## config.mk

```make
export PLATFORM = sky130hd
export DESIGN_NAME = maxpool_stream
export DESIGN_NICKNAME = d
export VERILOG_FILES = /design/src/rtl/cnn_pkg.sv /design/src/rtl/pool_line_buf.sv /design/src/rtl/maxpool_stream.sv
export SDC_FILE = /design/constraint.sdc
export NUM_CORES = 1
export LEC_CHECK = 0
export ABC_AREA = 1
export BUFFER_PORTS_ARGS = -buffer_cell sky130_fd_sc_hd__buf_2
export CORE_ASPECT_RATIO = 2
export CORE_MARGIN = 4
export CORE_UTILIZATION = 61
export CTS_CLUSTER_DIAMETER = 60
export DETAILED_ROUTE_END_ITERATION = 10
export PLACE_DENSITY = 0.76
export SYNTH_ARGS = -nofsm -noshare
export SYNTH_HDL_FRONTEND = slang
export SYNTH_SLANG_ARGS = --single-unit
```

## constraint.sdc

```tcl
create_clock -name clk -period 2.9 [get_ports clk]
set_clock_uncertainty 0.1 [all_clocks]
set_input_delay 0.145 -clock clk [delete_from_list [all_inputs] [get_ports clk]]
set_output_delay 0.145 -clock clk [all_outputs]
set_load 0.03 [all_outputs]
```

## src/rtl/cnn_pkg.sv

```systemverilog
// Shared CNN datapath definitions: default element width and a signed max helper.
package cnn_pkg;

    localparam int unsigned DEFAULT_DATA_WIDTH = 16;

    typedef logic signed [DEFAULT_DATA_WIDTH-1:0] pix_t;

    // Signed two's-complement maximum; on a tie either operand is the same value.
    function automatic pix_t smax(input pix_t a, input pix_t b);
        return (a > b) ? a : b;
    endfunction

endpackage

```

## src/rtl/pool_line_buf.sv

```systemverilog
// Line buffer holding one horizontal-max value per 2-pixel column pair.
// Ports: clk; wr_en/wr_addr/wr_data synchronous write; rd_addr/rd_data
// asynchronous read. Contents are not reset: every entry is written on an
// even row before the following odd row reads it.
module pool_line_buf #(
    parameter int unsigned DEPTH      = 4,
    parameter int unsigned DATA_WIDTH = 16,
    parameter int unsigned AW         = 2
) (
    input  logic                  clk,
    input  logic                  wr_en,
    input  logic [AW-1:0]         wr_addr,
    input  logic [DATA_WIDTH-1:0] wr_data,
    input  logic [AW-1:0]         rd_addr,
    output logic [DATA_WIDTH-1:0] rd_data
);

    logic [DATA_WIDTH-1:0] mem_q [DEPTH];

    always_ff @(posedge clk) begin
        if (wr_en) begin
            mem_q[wr_addr] <= wr_data;
        end
    end

    assign rd_data = mem_q[rd_addr];

endmodule

```

## src/rtl/maxpool_stream.sv

```systemverilog
// Streaming 2x2 / stride-2 signed max-pool over a raster-order feature map.
// Ports: clk, rst (sync, active-high); in_valid/in_data/in_ready input stream;
// out_valid/out_data/out_last/out_ready output stream. in_ready is
// combinational: the only stall is a held, unconsumed result.
// The max datapath uses the cnn_pkg element width (DATA_WIDTH default).
module maxpool_stream
    import cnn_pkg::*;
#(
    parameter int unsigned DATA_WIDTH = DEFAULT_DATA_WIDTH,
    parameter int unsigned IMG_W      = 8,
    parameter int unsigned IMG_H      = 8
) (
    input  logic                  clk,
    input  logic                  rst,
    input  logic                  in_valid,
    input  logic [DATA_WIDTH-1:0] in_data,
    output logic                  in_ready,
    output logic                  out_valid,
    output logic [DATA_WIDTH-1:0] out_data,
    output logic                  out_last,
    input  logic                  out_ready
);

    localparam int unsigned COL_W    = (IMG_W > 2) ? $clog2(IMG_W) : 1;
    localparam int unsigned ROW_W    = (IMG_H > 2) ? $clog2(IMG_H) : 1;
    localparam int unsigned LB_DEPTH = IMG_W / 2;
    localparam int unsigned LB_AW    = (LB_DEPTH > 1) ? $clog2(LB_DEPTH) : 1;
    localparam logic [COL_W-1:0] COL_MAX = COL_W'(IMG_W - 1);
    localparam logic [ROW_W-1:0] ROW_MAX = ROW_W'(IMG_H - 1);

    logic [COL_W-1:0]      col_q, col_d;
    logic [ROW_W-1:0]      row_q, row_d;
    logic [DATA_WIDTH-1:0] h_q, h_d;
    logic                  out_valid_q, out_valid_d;
    logic [DATA_WIDTH-1:0] out_data_q, out_data_d;
    logic                  out_last_q, out_last_d;

    logic                  in_fire;
    logic                  lb_we;
    logic [LB_AW-1:0]      lb_addr;
    logic [DATA_WIDTH-1:0] lb_wdata;
    logic [DATA_WIDTH-1:0] lb_rdata;

    assign in_ready = !(out_valid_q && !out_ready);
    assign in_fire  = in_valid && in_ready;
    assign lb_addr  = LB_AW'(col_q >> 1);

    pool_line_buf #(
        .DEPTH      (LB_DEPTH),
        .DATA_WIDTH (DATA_WIDTH),
        .AW         (LB_AW)
    ) u_line_buf (
        .clk     (clk),
        .wr_en   (lb_we),
        .wr_addr (lb_addr),
        .wr_data (lb_wdata),
        .rd_addr (lb_addr),
        .rd_data (lb_rdata)
    );

    // Window position decode, counters and result load.
    always_comb begin
        col_d       = col_q;
        row_d       = row_q;
        h_d         = h_q;
        out_valid_d = out_valid_q;
        out_data_d  = out_data_q;
        out_last_d  = out_last_q;
        lb_we       = 1'b0;
        // Horizontal pair max: line-buffer write on even rows, result on odd rows.
        lb_wdata    = DATA_WIDTH'(smax(pix_t'(h_q), pix_t'(in_data)));

        if (out_valid_q && out_ready) begin
            out_valid_d = 1'b0;
        end

        if (in_fire) begin
            if (col_q == COL_MAX) begin
                col_d = '0;
                row_d = (row_q == ROW_MAX) ? '0 : row_q + ROW_W'(1);
            end else begin
                col_d = col_q + COL_W'(1);
            end

            unique case ({row_q[0], col_q[0]})
                2'b00: h_d = in_data;
                2'b01: lb_we = 1'b1;
                2'b10: h_d = DATA_WIDTH'(smax(pix_t'(lb_rdata), pix_t'(in_data)));
                default: begin
                    // Load wins over a same-cycle drain, keeping out_valid high.
                    out_data_d  = lb_wdata;
                    out_valid_d = 1'b1;
                    out_last_d  = (row_q == ROW_MAX) && (col_q == COL_MAX);
                end
            endcase
        end
    end

    always_ff @(posedge clk) begin
        if (rst) begin
            col_q       <= '0;
            row_q       <= '0;
            h_q         <= '0;
            out_valid_q <= 1'b0;
            out_data_q  <= '0;
            out_last_q  <= 1'b0;
        end else begin
            col_q       <= col_d;
            row_q       <= row_d;
            h_q         <= h_d;
            out_valid_q <= out_valid_d;
            out_data_q  <= out_data_d;
            out_last_q  <= out_last_d;
        end
    end

    assign out_valid = out_valid_q;
    assign out_data  = out_data_q;
    assign out_last  = out_last_q;

endmodule

```

==> metrics.cfg <==
[floorplanning]
num_rows=49
die_x_um=75.41
die_y_um=142.8
core_area_sq_um=8951
io-pin-count=39
dieArea_sq_um=10770
start_util_pct=61.92

[yosys]
synth-simple-area-share_pct=23.34
synth-xor-area-share_pct=0
yosys.area.top_type=edfxtp_1
synth_edf_count=64
synth_common_cells=nand2_1 (158), inv_1 (69), edfxtp_1 (64), dfxtp_1 (42), a21oi_1 (40)
synthMuxAreaShare_pct=0
synth_top_family_by_area=simple AND/OR/NAND/NOR gates
ys_ff_latch=106
synthFlopType=edfxtp_1
syn_nets=657
synth_most_common_cell=nand2_1
synth_area_sq_um=5543
synth_warnings=0
synth_fa_ha_area_share_pct=8.126
netlist-cell-type-count=29
synth.avg_cell_area_sq_um=9.223
async_flop_share_pct=0
ys_seq_area_share_pct=49.84
synth_top_area_share_pct=34.67
synthCells=601
netlist_top_cells_area=edfxtp_1 (35%), dfxtp_1 (15%), nand2_1 (11%), ha_1 (8.1%), inv_1 (4.7%)
synth_compound_area_share_pct=11.44

[placed_design]
dp_cells=729
io_buffers=38
place_congestion=0.8913
place_ws_ns=0.2745
place.detailed.hpwl_mm=9.161

[min_path]
hold_class=primary input to flip-flop

[grt]
grt_overflow=0
grt_pass1_wl_mm=20.58
grt.total_usage_pct=24.82
grt_max_degree=35
antenna_found_initial=0
grt_pass1_vias=4420

[timing]
finalHoldViolCount=0
hold_ws_ns=0.01699
tightest_slew_ns=0.6002
drv_slew=0
slew_headroom_pct=59.94
layout_setup_ws_ns=0.2394
fin_crit_sh_pct=91.75
setup_violations=0
max_freq_mhz=375.9
fin_tns_setup_ns=0
fin_crit_ns=2.661
rsz0062_at_grt=no

[pwr]
ir_worst_vdd_mv=0.3671
pwr-share-comb_pct=16.5
p_sw_share_pct=28.21
cellInternalPower_w=0.002447
power_density_nw_per_um2=544.3
switchingPower_w=0.0009616
seqPwrFrac_pct=49.4
clockPowerShare_pct=34.2
leakagePower_nw=2.841

[clock_network]
path_clk_slew_ns=0.08
root_buffer=clkbuf_16
cts-buffers-inserted=9
clockBufferDepth=2
clk_latency_ns=0.35
cts.sinks=106
cts_tree=done
h-tree-depth=3

[cells_and_area]
fillers=678
area_growth_pct=12.98
fin_nets=702
diodes=0
drive_gt1_share_pct=19.20
fin_cells=753

[critical_path]
path_max_fanout=32
cp_slowest_cell=dfxtp_1
rr_endpoint=h_q[11]
arrival_ns=2.84
rrSetupSlack_ns=0.24
crit_end=h_q[11]
crit_path_frequent_cell=nand2_1
cp_num_buf_inv=5
rr_worst_depth=18
required_ns=3.08
cp_cell_sequence=inv_1 -> buf_12 -> nand2_1 -> a32o_1 -> inv_1 -> ha_1 -> nand2_1 -> nor2_2 -> nand2_1 -> clkinv_1 -> nand2_2 -> nand2_1 -> nand2_2 -> nand3_4 -> buf_4 -> nand2_2 -> nand3_2 -> a21oi_2
crit_path_end_kind=flip-flop
crit_family=simple AND/OR/NAND/NOR gates
path_depth=18
critical_path_class=flip-flop to flip-flop
cpPeakStageDelay_ns=0.38
crit_path_start_kind=flip-flop

[detailed_routing]
dr.first_iter.drc_count=348
drc=0
drt-wirelength-per-cell_um=16.56
drtPass1Iterations=5
postRouteAntennaNets=0
vias_per_cell=5.888
wirelength_mm=12.47
num_vias=4434

[run_status]
status=completed

[run]
max-cap-violations=0

## layout by cell type, fill, tap and decap left out, types with 2 or more instances in the layout
cell type and n:
nand3_1 28, clkinv_4 2, nand4_1 34, ha_1 35
clkbuf_16 9, buf_2 38, edfxtp_1 64, inv_1 69
nor2_2 3, nor2_1 11, a21oi_1 40, a32o_1 16
nor3_2 4, nand3_2 13, inv_6 2, o21a_1 17
o21ai_1 2, nand3_4 2, nand2_1 158, dfxtp_1 42
nand2_2 13, clkinv_1 3, buf_12 3, buf_4 20
a21oi_2 11, o21ai_0 5
## power by group through the flow
stage                     clock network [W]  logic [W]  registers [W]
after floorplan                           0   0.000393        0.00171
after global placement                    0   0.000522        0.00171
after detailed placement                  0   0.000547        0.00172
after CTS                           0.00118   0.000551        0.00168
after global routing                0.00124   0.000633        0.00169
final                               0.00116   0.000561        0.00168
## worst register-to-register path: stages (launching register included)
cell and delay (ns):
dfxtp_1 0.38, inv_1 0.09, buf_12 0.16, nand2_1 0.09, a32o_1 0.22, inv_1 0.06
ha_1 0.28, nand2_1 0.10, nor2_2 0.06, nand2_1 0.11, clkinv_1 0.09, nand2_2 0.08
nand2_1 0.06, nand2_2 0.09, nand3_4 0.18, buf_4 0.20, nand2_2 0.05, nand3_2 0.08
a21oi_2 0.13
## what timing repair did
action,in CTS,in global routing
hold buffers,0,0
resized for setup,0,1
endpoints found under the setup margin,0,5
setup buffers,0,8
## through the flow
step	util [%]	area [sq um]	power, W
2_1_floorplan	-	5543	0.002100
3_3_place_gp	65.94	5902	0.002236
3_5_place_dp	65.94	5902	0.002262
4_1_cts	69.15	6190	0.003409
5_1_grt	69.96	6262	0.003558
6_report	69.96	6262	0.003409
## layout make-up
class / count / area, sq um / area share, %
Multi-Input combinational cell: 397 / 2417 / 38.60
Clock inverter: 7 / 62.56 / 0.9990
Clock buffer: 9 / 225.2 / 3.596
Timing Repair Buffer: 61 / 400.4 / 6.394
Tap cell: 102 / 127.6 / 2.038
Sequential cell: 106 / 2763 / 44.12
Inverter: 71 / 266.5 / 4.256
## state kept, by name, summed over array words and instances (netlist names), named ones only
| signal | flops |
|---|---|
| u_line_buf.mem_q | 64 |
| row_q | 3 |
| out_last | 1 |
| h_q | 16 |
| out_data | 16 |
| col_q | 3 |
| out_valid | 1 |
## logic make-up (layout without fill, tap and decap cells)
kind of cell,count (synthesis),after routing
simple gates,268,268
fa+ha+maj,36,36
flops,106,106
compound gates,93,93
buf+inv,98,148
## per-layer routing
metal / part of all wire (%) / global-route usage [%]
met1: 41 / 31.10
met2: 52 / 41.95
met3: 4.1 / 3.735
met4: 2.7 / 9.770
met5: 0 / 0
## worst min path at each step
stage / from / endpoint / slack [ns] / cells past startpoint
final: in_data[13] / out_data[13] / 0.02 / 5
after global routing: in_data[15] / out_data[15] / 0.07 / 5
after CTS: in_data[13] / out_data[13] / 0.007 / 5
after detailed placement: out_last / out_last / 0.36 / 2
after global placement: out_last / out_last / 0.35 / 2
after floorplan: in_data[13] / out_data[13] / 0.25 / 4
Power figures use the tool's default switching activity.
